## config.mk

```make
export PLATFORM = sky130hd
export DESIGN_NAME = switch_out_arbiter_flat
export DESIGN_NICKNAME = d
export VERILOG_FILES = /design/src/rtl/packet_pkg.sv /design/src/rtl/switch_out_arbiter_if.sv /design/src/rtl/switch_out_arbiter_fifo.sv /design/src/rtl/switch_out_arbiter.sv /design/src/flat_wrapper.sv
export SDC_FILE = /design/constraint.sdc
export NUM_CORES = 1
export LEC_CHECK = 0
export CAP_MARGIN = 0
export CORE_UTILIZATION = 51
export CTS_CLUSTER_DIAMETER = 100
export DETAILED_ROUTE_END_ITERATION = 7
export PLACE_DENSITY = 0.8
export SETUP_SLACK_MARGIN = 0.15
export SLEW_MARGIN = 20
export SYNTH_ARGS = -nofsm -noshare
export SYNTH_HDL_FRONTEND = slang
export SYNTH_SLANG_ARGS = --single-unit
```

## constraint.sdc

```tcl
create_clock -name clk -period 6.3 [get_ports clk]
set_input_delay 0.945 -clock clk [delete_from_list [all_inputs] [get_ports clk]]
set_output_delay 0.945 -clock clk [all_outputs]
set_load 0.02 [all_outputs]
```

## src/rtl/packet_pkg.sv

```systemverilog
// Shared packet types and switch-wide constants for the 4-port switch.
package packet_pkg;

    localparam int NUM_PORTS  = 4;
    localparam int ADDR_WIDTH = 4;
    localparam int DATA_WIDTH = 8;

    typedef struct packed {
        logic [ADDR_WIDTH-1:0] source;
        logic [ADDR_WIDTH-1:0] target;
        logic [DATA_WIDTH-1:0] data;
    } pkt_t;

endpackage

```

## src/rtl/switch_out_arbiter_if.sv

```systemverilog
// Packet bus between the switch inputs and one output-port scheduler.
interface switch_out_arbiter_if
    import packet_pkg::*;
#(
    parameter int NUM_PORTS = packet_pkg::NUM_PORTS
);
    logic [NUM_PORTS-1:0]                 valid_in;
    logic [NUM_PORTS-1:0][ADDR_WIDTH-1:0] source_in;
    logic [NUM_PORTS-1:0][ADDR_WIDTH-1:0] target_in;
    logic [NUM_PORTS-1:0][DATA_WIDTH-1:0] data_in;
    logic                                 valid_out;
    logic [ADDR_WIDTH-1:0]                source_out;
    logic [ADDR_WIDTH-1:0]                target_out;
    logic [DATA_WIDTH-1:0]                data_out;
    logic [NUM_PORTS-1:0]                 fifo_full;
    logic [NUM_PORTS-1:0]                 drop_pulse;

    modport master (
        output valid_in, source_in, target_in, data_in,
        input  valid_out, source_out, target_out, data_out, fifo_full, drop_pulse
    );

    modport slave (
        input  valid_in, source_in, target_in, data_in,
        output valid_out, source_out, target_out, data_out, fifo_full, drop_pulse
    );
endinterface

```

## src/rtl/switch_out_arbiter_fifo.sv

```systemverilog
// Single-clock packet FIFO; pointers carry one extra wrap bit for full/empty.
module arb_fifo
    import packet_pkg::*;
#(
    parameter int DEPTH = 4
) (
    input  logic clk,
    input  logic rst_n,
    input  logic push,
    input  logic pop,
    input  pkt_t din,
    output pkt_t head,
    output logic full,
    output logic empty
);
    localparam int AW    = $clog2(DEPTH);
    localparam int PTR_W = AW + 1;

    pkt_t             mem [DEPTH];
    logic [PTR_W-1:0] wr_ptr_reg;
    logic [PTR_W-1:0] rd_ptr_reg;

    // Storage is not reset: a flush only needs the pointers cleared.
    always_ff @(posedge clk) begin
        if (push) begin
            mem[wr_ptr_reg[AW-1:0]] <= din;
        end
    end

    always_ff @(posedge clk or negedge rst_n) begin
        if (!rst_n) begin
            wr_ptr_reg <= '0;
            rd_ptr_reg <= '0;
        end else begin
            if (push) wr_ptr_reg <= wr_ptr_reg + PTR_W'(1);
            if (pop)  rd_ptr_reg <= rd_ptr_reg + PTR_W'(1);
        end
    end

    assign head  = mem[rd_ptr_reg[AW-1:0]];
    assign empty = (wr_ptr_reg == rd_ptr_reg);
    assign full  = (wr_ptr_reg[AW] != rd_ptr_reg[AW]) &&
                   (wr_ptr_reg[AW-1:0] == rd_ptr_reg[AW-1:0]);
endmodule

```

## src/rtl/switch_out_arbiter.sv

```systemverilog
// Per-output-port round-robin scheduler with per-input FIFOs and drop reporting.
// Optional SWITCH_ARB_STATS_EN adds saturating per-input drop/grant counters.
module switch_out_arbiter
    import packet_pkg::*;
#(
    parameter int NUM_PORTS  = packet_pkg::NUM_PORTS,
    parameter int PORT_ID    = 0,
    parameter int FIFO_DEPTH = 4
) (
    input  logic                 clk,
    input  logic                 rst_n,
    input  logic                 arb_en,
    switch_out_arbiter_if.slave  bus
`ifdef SWITCH_ARB_STATS_EN
    ,
    input  logic                         stats_clr,
    output logic [NUM_PORTS-1:0][15:0]   drop_cnt,
    output logic [NUM_PORTS-1:0][15:0]   grant_cnt
`endif
);
    localparam int IDX_W = (NUM_PORTS > 1) ? $clog2(NUM_PORTS) : 1;

    pkt_t                 pkt_in [NUM_PORTS];
    pkt_t                 head   [NUM_PORTS];
    logic [NUM_PORTS-1:0] push_req;
    logic [NUM_PORTS-1:0] push;
    logic [NUM_PORTS-1:0] pop;
    logic [NUM_PORTS-1:0] full;
    logic [NUM_PORTS-1:0] empty;
    logic [NUM_PORTS-1:0] drop_next;
    logic [NUM_PORTS-1:0] drop_reg;

    logic [IDX_W-1:0] last_grant_reg;
    logic [IDX_W-1:0] grant_idx;
    logic [IDX_W-1:0] cand;
    logic             grant_valid;
    logic             valid_out_reg;
    pkt_t             out_pkt_reg;

    genvar gi;
    generate
        for (gi = 0; gi < NUM_PORTS; gi++) begin : g_port
            assign pkt_in[gi]    = '{source: bus.source_in[gi],
                                     target: bus.target_in[gi],
                                     data:   bus.data_in[gi]};
            assign push_req[gi]  = bus.valid_in[gi] && bus.target_in[gi][PORT_ID];
            assign pop[gi]       = grant_valid && (grant_idx == IDX_W'(gi));
            // A full FIFO still accepts when it is popped on the same edge.
            assign push[gi]      = push_req[gi] && (!full[gi] || pop[gi]);
            assign drop_next[gi] = push_req[gi] && full[gi] && !pop[gi];

            arb_fifo #(.DEPTH(FIFO_DEPTH)) u_fifo (
                .clk   (clk),
                .rst_n (rst_n),
                .push  (push[gi]),
                .pop   (pop[gi]),
                .din   (pkt_in[gi]),
                .head  (head[gi]),
                .full  (full[gi]),
                .empty (empty[gi])
            );
        end
    endgenerate

    // First non-empty FIFO at or after last_grant+1, wrapping.
    always_comb begin
        grant_valid = 1'b0;
        grant_idx   = '0;
        cand        = '0;
        for (int k = 0; k < NUM_PORTS; k++) begin
            cand = IDX_W'((int'(last_grant_reg) + 1 + k) % NUM_PORTS);
            if (arb_en && !grant_valid && !empty[cand]) begin
                grant_valid = 1'b1;
                grant_idx   = cand;
            end
        end
    end

    always_ff @(posedge clk or negedge rst_n) begin
        if (!rst_n) begin
            last_grant_reg <= IDX_W'(NUM_PORTS - 1);
            valid_out_reg  <= 1'b0;
            out_pkt_reg    <= '0;
            drop_reg       <= '0;
        end else begin
            drop_reg      <= drop_next;
            valid_out_reg <= grant_valid;
            if (grant_valid) begin
                last_grant_reg <= grant_idx;
                out_pkt_reg    <= head[grant_idx];
            end
        end
    end

    assign bus.valid_out  = valid_out_reg;
    assign bus.source_out = out_pkt_reg.source;
    assign bus.target_out = out_pkt_reg.target;
    assign bus.data_out   = out_pkt_reg.data;
    assign bus.fifo_full  = full;
    assign bus.drop_pulse = drop_reg;

`ifdef SWITCH_ARB_STATS_EN
    generate
        for (gi = 0; gi < NUM_PORTS; gi++) begin : g_stats
            logic [15:0] drop_cnt_reg;
            logic [15:0] grant_cnt_reg;

            always_ff @(posedge clk or negedge rst_n) begin
                if (!rst_n) begin
                    drop_cnt_reg  <= '0;
                    grant_cnt_reg <= '0;
                end else if (stats_clr) begin
                    drop_cnt_reg  <= '0;
                    grant_cnt_reg <= '0;
                end else begin
                    if (drop_next[gi] && drop_cnt_reg != 16'hFFFF)
                        drop_cnt_reg <= drop_cnt_reg + 16'd1;
                    if (pop[gi] && grant_cnt_reg != 16'hFFFF)
                        grant_cnt_reg <= grant_cnt_reg + 16'd1;
                end
            end

            assign drop_cnt[gi]  = drop_cnt_reg;
            assign grant_cnt[gi] = grant_cnt_reg;
        end
    endgenerate
`endif
endmodule
```

## src/flat_wrapper.sv

```systemverilog
// flat-port wrapper written by rule: the top's interface ports become plain ports
module switch_out_arbiter_flat import packet_pkg::*;
#(
    parameter int NUM_PORTS  = packet_pkg::NUM_PORTS,
    parameter int PORT_ID    = 0,
    parameter int FIFO_DEPTH = 4
)
  (clk, rst_n, arb_en, bus_valid_in, bus_source_in, bus_target_in, bus_data_in, bus_valid_out, bus_source_out, bus_target_out, bus_data_out, bus_fifo_full, bus_drop_pulse);
  switch_out_arbiter_if #(.NUM_PORTS(NUM_PORTS)) bus_i ();
  input  logic clk;
  input  logic rst_n;
  input  logic arb_en;
  input wire logic [$bits(bus_i.valid_in)-1:0] bus_valid_in;
  input wire logic [$bits(bus_i.source_in)-1:0] bus_source_in;
  input wire logic [$bits(bus_i.target_in)-1:0] bus_target_in;
  input wire logic [$bits(bus_i.data_in)-1:0] bus_data_in;
  output wire logic [$bits(bus_i.valid_out)-1:0] bus_valid_out;
  output wire logic [$bits(bus_i.source_out)-1:0] bus_source_out;
  output wire logic [$bits(bus_i.target_out)-1:0] bus_target_out;
  output wire logic [$bits(bus_i.data_out)-1:0] bus_data_out;
  output wire logic [$bits(bus_i.fifo_full)-1:0] bus_fifo_full;
  output wire logic [$bits(bus_i.drop_pulse)-1:0] bus_drop_pulse;
  assign bus_i.valid_in = bus_valid_in;
  assign bus_i.source_in = bus_source_in;
  assign bus_i.target_in = bus_target_in;
  assign bus_i.data_in = bus_data_in;
  assign bus_valid_out = bus_i.valid_out;
  assign bus_source_out = bus_i.source_out;
  assign bus_target_out = bus_i.target_out;
  assign bus_data_out = bus_i.data_out;
  assign bus_fifo_full = bus_i.fifo_full;
  assign bus_drop_pulse = bus_i.drop_pulse;
  switch_out_arbiter #(.NUM_PORTS(NUM_PORTS), .PORT_ID(PORT_ID), .FIFO_DEPTH(FIFO_DEPTH)) u_core (.clk(clk), .rst_n(rst_n), .arb_en(arb_en), .bus(bus_i));
endmodule
```

Yosys cells after proc, flatten, opt, wreduce, memory -nomap -nowiden. Memory sizes are Yosys's and may differ from the RTL's. Index checks and enable logic that the tools add are counted.

Flip-flop bits (word level): 47. Bits in writable memories: 256. Memories: 4.

Memory list: u_core.g_port[0].u_fifo.mem (words 4, width 16, read ports 1, clocked after Yosys merged registers in 0, write ports 1, RTL line switch_out_arbiter_fifo.sv:19) `pkt_t mem [DEPTH];`; u_core.g_port[1].u_fifo.mem (words 4, width 16, read ports 1, clocked after Yosys merged registers in 0, write ports 1, RTL line switch_out_arbiter_fifo.sv:19); u_core.g_port[2].u_fifo.mem (words 4, width 16, read ports 1, clocked after Yosys merged registers in 0, write ports 1, RTL line switch_out_arbiter_fifo.sv:19); u_core.g_port[3].u_fifo.mem (words 4, width 16, read ports 1, clocked after Yosys merged registers in 0, write ports 1, RTL line switch_out_arbiter_fifo.sv:19).

Add/sub/neg operators: 12. Order comparisons: 5. Eq/ne operators: 15. Mux-type cells: 27. Bitwise logic cells: 1. Reduce and logical (&&, ||, !) cells: 51.

Operators by type and width (number): $bmux 16 s2 (1); $mux 16 (2); $logic_and 1x1->1 (31); $add 3x1->3 const B (8); $mux 1 (16); $logic_not 1->1 (15); $eq 3x3->1 (4); $lt 2x3->1 const B (4); $bmux 1 s2 (4); $eq 2x2->1 (4); $mux 2 (4); $add 2x1->2 const B (2); $add 2x2->2 const B (2); $eq 2x2->1 const B (2); $logic_or 1x1->1 (4); $ne 1x1->1 (4); $ge 3x3->1 const B (1); $not 2->3 (1); $eq 2x1->1 const B (1); $logic_not 2->1 (1).

Longest topological paths before layout. Gate-level depths: netlist of run 1.

Depth after elaboration: 24. Mapped depth: 12.

Hierarchy. Synthesis of run 1 repeated with hierarchy kept, for this count alone.

Cell total of the unflattened synthesis: 598. Area total of the unflattened synthesis: 12210.5 µm².

By module, submodules not included: arb_fifo (times used 4, cells an instance 114, area an instance 2696.3 µm²); switch_out_arbiter (times used 1, cells an instance 142, area an instance 1425.1 µm²).

Least setup slack after synthesis of run 1. No wires, ideal clock.

Kind: flip-flop to flip-flop. From: reg u_core.g_port[0].u_fifo.rd_ptr_reg[0]. To: mem u_core.g_port[2].u_fifo.mem[0][0] (netlist name), enable pin. Arrival: 3494 ps. Path slack: 2393 ps. Cell stages (with the launch flop): 11. Buffers on the path: 2. Clock period less this slack: 3907 ps. Cells stage by stage: dfrtp_1 buf_6 xnor2_1 and3_1 buf_6 mux2_2 a311o_1 a211oi_1 nor2_1 o21a_1 nor3b_1.

Longest elaborated chain between the ends: 24. Elaborated cells between the ends (all ways): 37. Those cells by class: 2 x eq/ne; 18 x mux; 17 x reduce/logical.

RTL lines: from (decl) (RTL line switch_out_arbiter_fifo.sv:21) `logic [PTR_W-1:0] rd_ptr_reg;`; from (signal assigned) (RTL line switch_out_arbiter_fifo.sv:36) `if (pop) rd_ptr_reg <= rd_ptr_reg + PTR_W'(1);`; $eq 3x3->1 * (RTL line switch_out_arbiter_fifo.sv:41) `assign empty = (wr_ptr_reg == rd_ptr_reg);`; $bmux 1 s2 (RTL line switch_out_arbiter.sv:72) `if (arb_en && !grant_valid && !empty[cand]) begin`; $mux 1 (not written as such) (RTL line switch_out_arbiter.sv:72); $logic_not 1->1 (RTL line switch_out_arbiter.sv:72); $logic_and 1x1->1 (RTL line switch_out_arbiter.sv:72); $mux 1 (RTL line switch_out_arbiter.sv:72); $logic_not 1->1 (RTL line switch_out_arbiter.sv:72); $logic_and 1x1->1 (2 in series) (RTL line switch_out_arbiter.sv:72); [6 not listed]; $logic_and 1x1->1 (2 in series) (RTL line switch_out_arbiter.sv:72); $mux 2 (RTL line switch_out_arbiter.sv:72); $eq 2x2->1 (RTL line switch_out_arbiter.sv:47) `assign pop[gi] = grant_valid && (grant_idx == IDX_W'(gi));`; $logic_and 1x1->1 * (RTL line switch_out_arbiter.sv:47); $logic_or 1x1->1 * (RTL line switch_out_arbiter.sv:49) `assign push[gi] = push_req[gi] && (!full[gi] || pop[gi]);`; $logic_and 1x1->1 * (RTL line switch_out_arbiter.sv:49); $mux 1 * (RTL line switch_out_arbiter_fifo.sv:25) `if (push) begin`; $mux 1 (not written as such) * (RTL line switch_out_arbiter_fifo.sv:26) `mem[wr_ptr_reg[AW-1:0]] <= din;`; to (decl) (RTL line switch_out_arbiter_fifo.sv:19).

Every way passes the cells marked *; elsewhere a longest branch is shown, timed or not. The select of a mux whose other input is x is not followed.

Worst setup path in the final report of run 1.
From: reg u_core.g_port[3].u_fifo.rd_ptr_reg[1]. To: mem u_core.g_port[0].u_fifo.mem[2][1] (netlist name), enable pin.

Longest elaborated chain between the ends: 24. Elaborated cells between the ends (all ways): 37. Those cells by class: 1 x eq/ne; 18 x mux; 18 x reduce/logical.

RTL lines (RTL line): from (decl) (switch_out_arbiter_fifo.sv:21); from (signal assigned) (switch_out_arbiter_fifo.sv:36); $eq 3x3->1 * (switch_out_arbiter_fifo.sv:41); $bmux 1 s2 (switch_out_arbiter.sv:72); $mux 1 (not written as such) (switch_out_arbiter.sv:72); $logic_not 1->1 (switch_out_arbiter.sv:72); $logic_and 1x1->1 (switch_out_arbiter.sv:72); $mux 1 (switch_out_arbiter.sv:72); $logic_not 1->1 (switch_out_arbiter.sv:72); $logic_and 1x1->1 (2 in series) (switch_out_arbiter.sv:72); [6 not listed]; $logic_and 1x1->1 (2 in series) (switch_out_arbiter.sv:72); $mux 2 (switch_out_arbiter.sv:72); $logic_not 2->1 (switch_out_arbiter.sv:47); $logic_and 1x1->1 * (switch_out_arbiter.sv:47); $logic_or 1x1->1 * (switch_out_arbiter.sv:49); $logic_and 1x1->1 * (switch_out_arbiter.sv:49); $mux 1 * (switch_out_arbiter_fifo.sv:25); $mux 1 (not written as such) * (switch_out_arbiter_fifo.sv:26); to (decl) (switch_out_arbiter_fifo.sv:19).

Marks and branches as above.

==> run metrics, run 1 <==
leading cell type in the layout, fill and taps excluded edfxtp_1; gr ovfl total 0; Antenna Diode Count 0; number of port buffers 95; Period Utilization, post-route 67.6%; synth warn 0; Top FF cell, synth edfxtp_1; clock network fraction of design power 24.2%; switching pwr 0.00237 W; internal power 0.00473 W; vias 6,672; drt wl/cell 21.9 um; most frequent cells in the layout edfxtp_1, clkdlybuf4s50_1, mux4_2; Netlist cell types 52; Crit path required time 6460 ps; hpwl dp 17.1 mm; kind of critical path reg2reg; Final Skew 7.00 ps; hold crit path type reg2reg; max FFs per register 256; CTS tree built; Syn Nets 782; crit path time final 4260 ps; Final TNS setup 0 ps; Post-CTS Setup Inserts 0; TritonCTS buffer count 29; Fin. Hold Viols 0; Sw Share 33.3%; initial core utilization 52.0%; Gates resized, CTS repair 0; first-pass GRT wire length 39.1 mm; clk slew on worst S/H paths 60 ps; Core ar. 24,300 um2; number of vias per cell 5.81; worst-path cell chain xor2_1 > nor3_2 > a211oi_1 > a311o_1 > a211o_1 > nand3_1 > nand3_1 > nor2_2; I/O Pins 96; synth-to-layout area growth 18.3%; RSZ-0062 raised after global routing false; Yosys reg bits 303; syn_area_per_cell 18.3 um2; met1 GRT Util 27.7%; Pre-antenna DRT Iters 5; Post-synth EDFFs 256; sequential area share after synthesis 70.2%; Post-Syn Instances 691; Root Buffer clkbuf_16; DRT iter0 DRCs 462; Final setup viols 0; peak supply drop 0.247 mV; Worst-Margin Slew 965 ps; CP endpoint kind register; Comb pwr share 35.4%; Pwr Total 0.00710 W; Worst setup SP type register; Slew Viols, Final 0; worst skew pair latency 540 ps; met3 usage 4.12%; fin nets 893; final wirelength 25.1 mm; number of global-route vias before repair 6,928; worst relative slew slack 35.5%; RePlAce Congestion 0.907; largest net degree at the start of global routing 48; share of layout cells above drive strength 1 19.1%; CP most frequent cell nand3_1; Synth async-reset ratio 15.5%; H-tree lvl count 1; Die Ht 159 um; leak pwr 5.18 nW; DRC violations left 0; initial antenna violation count 0; fmax 235 MHz; Critical Path AT 4420 ps; busiest grt layer met2; synthesized area 12,600 um2; Die ar. 25,400 um2; deepest clock path buffer count 3; met2 Use GR 33.5%; CTS sink count 303; Slowest Stage Delay on Critical Path 880 ps; die span in x 159 um; max-cap violation count 0; Pwr Density 475 nW/um2; remaining antenna violation count after routing 0; status finished clean; slowest CP cell dfrtp_1; fin util 61.5%; CP max FO 19; Seq pwr share 40.3%; gr usage total 20.3%; hold_buf cts 0; row count 57
[per-layer routing]
layer  vias to the layer above  share of wire, %
met5                         -                 0
met4                         0               2.2
met3                        41               7.0
met2                       244                50
met1                      3389                41
li1                       2998                 -
[cells in the mapped netlist, types with 2 or more instances]
library cell | count | area (um2)
a211oi_1 | 2 | 15.0
nor3_1 | 15 | 75.1
mux2i_1 | 34 | 340
inv_1 | 21 | 78.8
nor4_1 | 5 | 31.3
nand3_1 | 11 | 55.1
and3_1 | 6 | 37.5
mux4_2 | 64 | 1440
a221oi_1 | 3 | 26.3
nand4b_1 | 2 | 17.5
o21ai_0 | 7 | 35.0
xnor2_1 | 9 | 78.8
a21oi_1 | 7 | 35.0
a211o_1 | 5 | 43.8
buf_6 | 3 | 33.8
dfrtp_1 | 45 | 1130
o211ai_1 | 2 | 15.0
buf_4 | 8 | 60.1
mux2_2 | 3 | 33.8
clkbuf_1 | 13 | 48.8
xor2_1 | 13 | 114
buf_2 | 12 | 60.1
o221ai_1 | 14 | 123
and2_1 | 5 | 31.3
nor3b_1 | 11 | 82.6
o21a_1 | 2 | 15.0
a311o_1 | 5 | 50.1
buf_12 | 2 | 40.0
nor2_1 | 15 | 56.3
dfstp_2 | 2 | 52.6
ha_1 | 20 | 250
edfxtp_1 | 256 | 7690
nand4_1 | 2 | 12.5
or3_1 | 4 | 25.0
o221ai_2 | 7 | 105
mux2_1 | 3 | 33.8
nand2_1 | 38 | 143
[layout make-up]
class | count | area, um2
Clock inverter | 13 | 165
Fill cell | 1704 | 9370
Sequential cell | 303 | 8870
Multi-Input combinational cell | 329 | 3530
Tap cell | 324 | 405
Timing Repair Buffer | 118 | 1120
Inverter | 21 | 78.8
Clock buffer | 40 | 787
[kinds of logic (layout without fill, tap and decap cells)]
family | after synthesis | after routing | synth area share, %
adder cells (fa/ha/maj) | 20 | 20 | 1.98
buffers and inverters | 59 | 192 | 2.54
multiplexers | 104 | 104 | 14.6
flip-flops | 303 | 303 | 70.2
AO/OA/AOI/OAI | 64 | 64 | 4.35
AND/OR/NAND/NOR | 119 | 119 | 4.80
XOR/XNOR | 22 | 22 | 1.52
[worst max-delay path: cells and delay by family, from the launching register on]
| kind | cells | cell delay [ps] |
|---|---|---|
| simple gates | 4 | 1780 |
| compound gates | 3 | 1000 |
| flops | 1 | 880 |
| xor+xnor | 1 | 210 |
[power by group through the flow]
| stage | Combinational [W] | Sequential (W) | Clock (W) |
|---|---|---|---|
| floorplan | 0.00187 | 0.00280 | 0 |
| global route | 0.00274 | 0.00290 | 0.00183 |
| global placement | 0.00246 | 0.00288 | 0 |
| detailed placement | 0.00252 | 0.00290 | 0 |
| CTS | 0.00253 | 0.00286 | 0.00175 |
| finish | 0.00252 | 0.00286 | 0.00172 |
[path summary, 6_finish.rpt]
check / slack (ps) / cells past startpoint / from / end
max in group asynchronous: 5360 / 2 / rst_n / u_core.bus.data_out[2]$_DFFE_PN0P_
worst min-delay path: 490 / 1 / u_core.g_port[2].u_fifo.rd_ptr_reg[2]$_DFFE_PN0P_ / u_core.g_port[2].u_fifo.rd_ptr_reg[2]$_DFFE_PN0P_
worst min register to register: 490 / 1 / u_core.g_port[2].u_fifo.rd_ptr_reg[2]$_DFFE_PN0P_ / u_core.g_port[2].u_fifo.rd_ptr_reg[2]$_DFFE_PN0P_
worst max-delay path: 2040 / 8 / u_core.g_port[3].u_fifo.rd_ptr_reg[1]$_DFFE_PN0P_ / u_core.g_port[0].u_fifo.mem[2][1]$_DFFE_PP_
worst max register to register: 2040 / 8 / u_core.g_port[3].u_fifo.rd_ptr_reg[1]$_DFFE_PN0P_ / u_core.g_port[0].u_fifo.mem[2][1]$_DFFE_PP_
min in group asynchronous: 510 / 2 / rst_n / u_core.bus.drop_pulse[3]$_DFF_PN0_
[per-stage QoR]
| stage | std cells | setup slack, ps | cell area, um2 | hold WS (ps) |
|---|---|---|---|---|
| global route | 1148 | 1700 | 14900 | 518 |
| CTS | 1148 | 1670 | 14900 | 496 |
| finish | 1148 | 2040 | 14900 | 491 |
| floorplan | 691 | 2390 | 12600 | 461 |
| global placement | 1095 | 1920 | 14000 | 476 |
| detailed placement | 1095 | 1660 | 14000 | 484 |
Power figures use the tool's default switching activity.
==> inputs of run 2 (changes only) <==
Clock period 6.3 ns to 4 ns, I/O delays scaled along.
==> run 2 against run 1 <==
  * Sequential share of layout area decreased by 0.50 points
  * Cell count increased by 1.1%
  * Clock skew increased by 8.2 ps
  * Worst hold slack improved by 1.0 ps
  * Register-to-register slack got worse by 1400 ps
  * Critical path type unchanged
  * Largest power group unchanged
==> run metrics, run 2 (synthesized netlist as in run 1, its figures left out) <==
status finished clean; Crit path required time 4400 ps; initial core utilization 52.0%; CP max FO 29; Root Buffer clkbuf_16; deepest clock path buffer count 3; peak supply drop 0.524 mV; Die ar. 25,400 um2; leak pwr 5.26 nW; Core ar. 24,300 um2; synth-to-layout area growth 19.3%; share of layout cells above drive strength 1 20.4%; row count 57; vias 6,727; hpwl dp 16.9 mm; crit path time final 3370 ps; DRC violations left 0; CTS tree built; number of vias per cell 5.79; first-pass GRT wire length 39.2 mm; sequential cell area 8870 um2; slowest CP cell dfrtp_1; worst skew pair latency 550 ps; largest net degree at the start of global routing 34; TritonCTS buffer count 29; Fin. Hold Viols 0; Finished Layout Cells 1,161; Filler Cell Count 1,703; Antenna Diode Count 0; worst relative slew slack 57.7%; worst-path cell chain xor2_1 > nor3_1 > buf_4 > a211oi_1 > a311o_1 > a211o_1 > nand2_2 > buf_4 > mux2i_1 > o221ai_2; CP endpoint kind register; Worst-Margin Slew 634 ps; fin nets 905; kind of critical path reg2reg; Final Skew 15.2 ps; drt wl/cell 21.6 um; Pre-antenna DRT Iters 5; leading cell type in the layout, fill and taps excluded edfxtp_1; CP most frequent cell buf_4; Gates resized, CTS repair 0; Post-CTS Setup Inserts 0; hold crit path type reg2reg; max-cap violation count 0; Worst Hold Slack 492 ps; Multi-input gate area 3520 um2; number of port buffers 95; RSZ-0062 raised after global routing false; remaining antenna violation count after routing 0; most frequent cells in the layout edfxtp_1, clkdlybuf4s50_1, mux4_2; Critical Path AT 3770 ps; I/O Pins 96; final wirelength 25.0 mm; Worst setup SP type register; fin util 62.0%; Final TNS setup 0 ps; fmax 297 MHz; number of global-route vias before repair 6,823; DRT iter0 DRCs 584; RePlAce Congestion 0.867; initial antenna violation count 0; CTS sink count 303; gr usage total 20.3%; die span in x 159 um; gr ovfl total 0; H-tree lvl count 1; clk slew on worst S/H paths 70 ps; Pwr Density 752 nW/um2; Final setup viols 0; max FFs per register 256; Period Utilization, post-route 84.3%; Placed Cells 1,106; Slowest Stage Delay on Critical Path 480 ps; Die Ht 159 um; Slew Viols, Final 0; hold_buf cts 1
[run 2: area by class of cell]
type / count / area share, %
timing repair buffer: 130 / 8.03
sequential: 303 / 58.8
clock inverter: 11 / 1.11
clock buffer: 43 / 5.49
tap: 324 / 2.69
multi-input combinational: 329 / 23.3
inverter: 21 / 0.523
[run 2: worst paths after layout]
kind	startpoint	endpoint	slack, ps	cells after the start
max in group asynchronous	rst_n	u_core.bus.data_out[3]$_DFFE_PN0P_	2720	3
min reg2reg	u_core.g_port[0].u_fifo.rd_ptr_reg[2]$_DFFE_PN0P_	u_core.g_port[0].u_fifo.rd_ptr_reg[2]$_DFFE_PN0P_	490	1
max	u_core.g_port[3].u_fifo.wr_ptr_reg[0]$_DFFE_PN0P_	u_core.bus.data_out[6]$_DFFE_PN0P_	630	10
min in group asynchronous	rst_n	u_core.g_port[2].u_fifo.wr_ptr_reg[1]$_DFFE_PN0P_	520	2
max reg2reg	u_core.g_port[3].u_fifo.wr_ptr_reg[0]$_DFFE_PN0P_	u_core.bus.data_out[6]$_DFFE_PN0P_	630	10
min	u_core.g_port[0].u_fifo.rd_ptr_reg[2]$_DFFE_PN0P_	u_core.g_port[0].u_fifo.rd_ptr_reg[2]$_DFFE_PN0P_	490	1
[run 2: stage by stage]
step / worst slack, ps / instance area (um2) / power [W]
final: 629 / 15100 / 0.0113
after global routing: 402 / 15100 / 0.0119
after CTS: 678 / 15100 / 0.0114
after detailed placement: 509 / 14100 / 0.00857
after global placement: 633 / 14100 / 0.00845
after floorplan: 93.5 / 12700 / 0.00737
[run 2: worst max-delay path: cells and delay by family (launching register included)]
kind / cells / cell delay [ps]
simple gates: 2 / 400
mux: 1 / 430
flops: 1 / 480
compound gates: 4 / 1000
xor+xnor: 1 / 200
buf+inv: 2 / 700
[run 2: layer usage]
| metal | up-vias | share of wire, % | track usage, % |
|---|---|---|---|
| li1 | 3013 | - | - |
| met1 | 3421 | 43 | 29.1 |
| met2 | 252 | 49 | 32.6 |
| met3 | 41 | 5.9 | 2.81 |
| met4 | 0 | 2.6 | 6.03 |
| met5 | - | 0 | 0 |
[run 2: where the power goes]
group / switching [W] / total, W / internal [W]
clock network: 0.00115 / 0.00284 / 0.00170
registers: 0.000347 / 0.00438 / 0.00403
logic: 0.00227 / 0.00412 / 0.00185
total: 0.00376 / 0.0113 / 0.00757
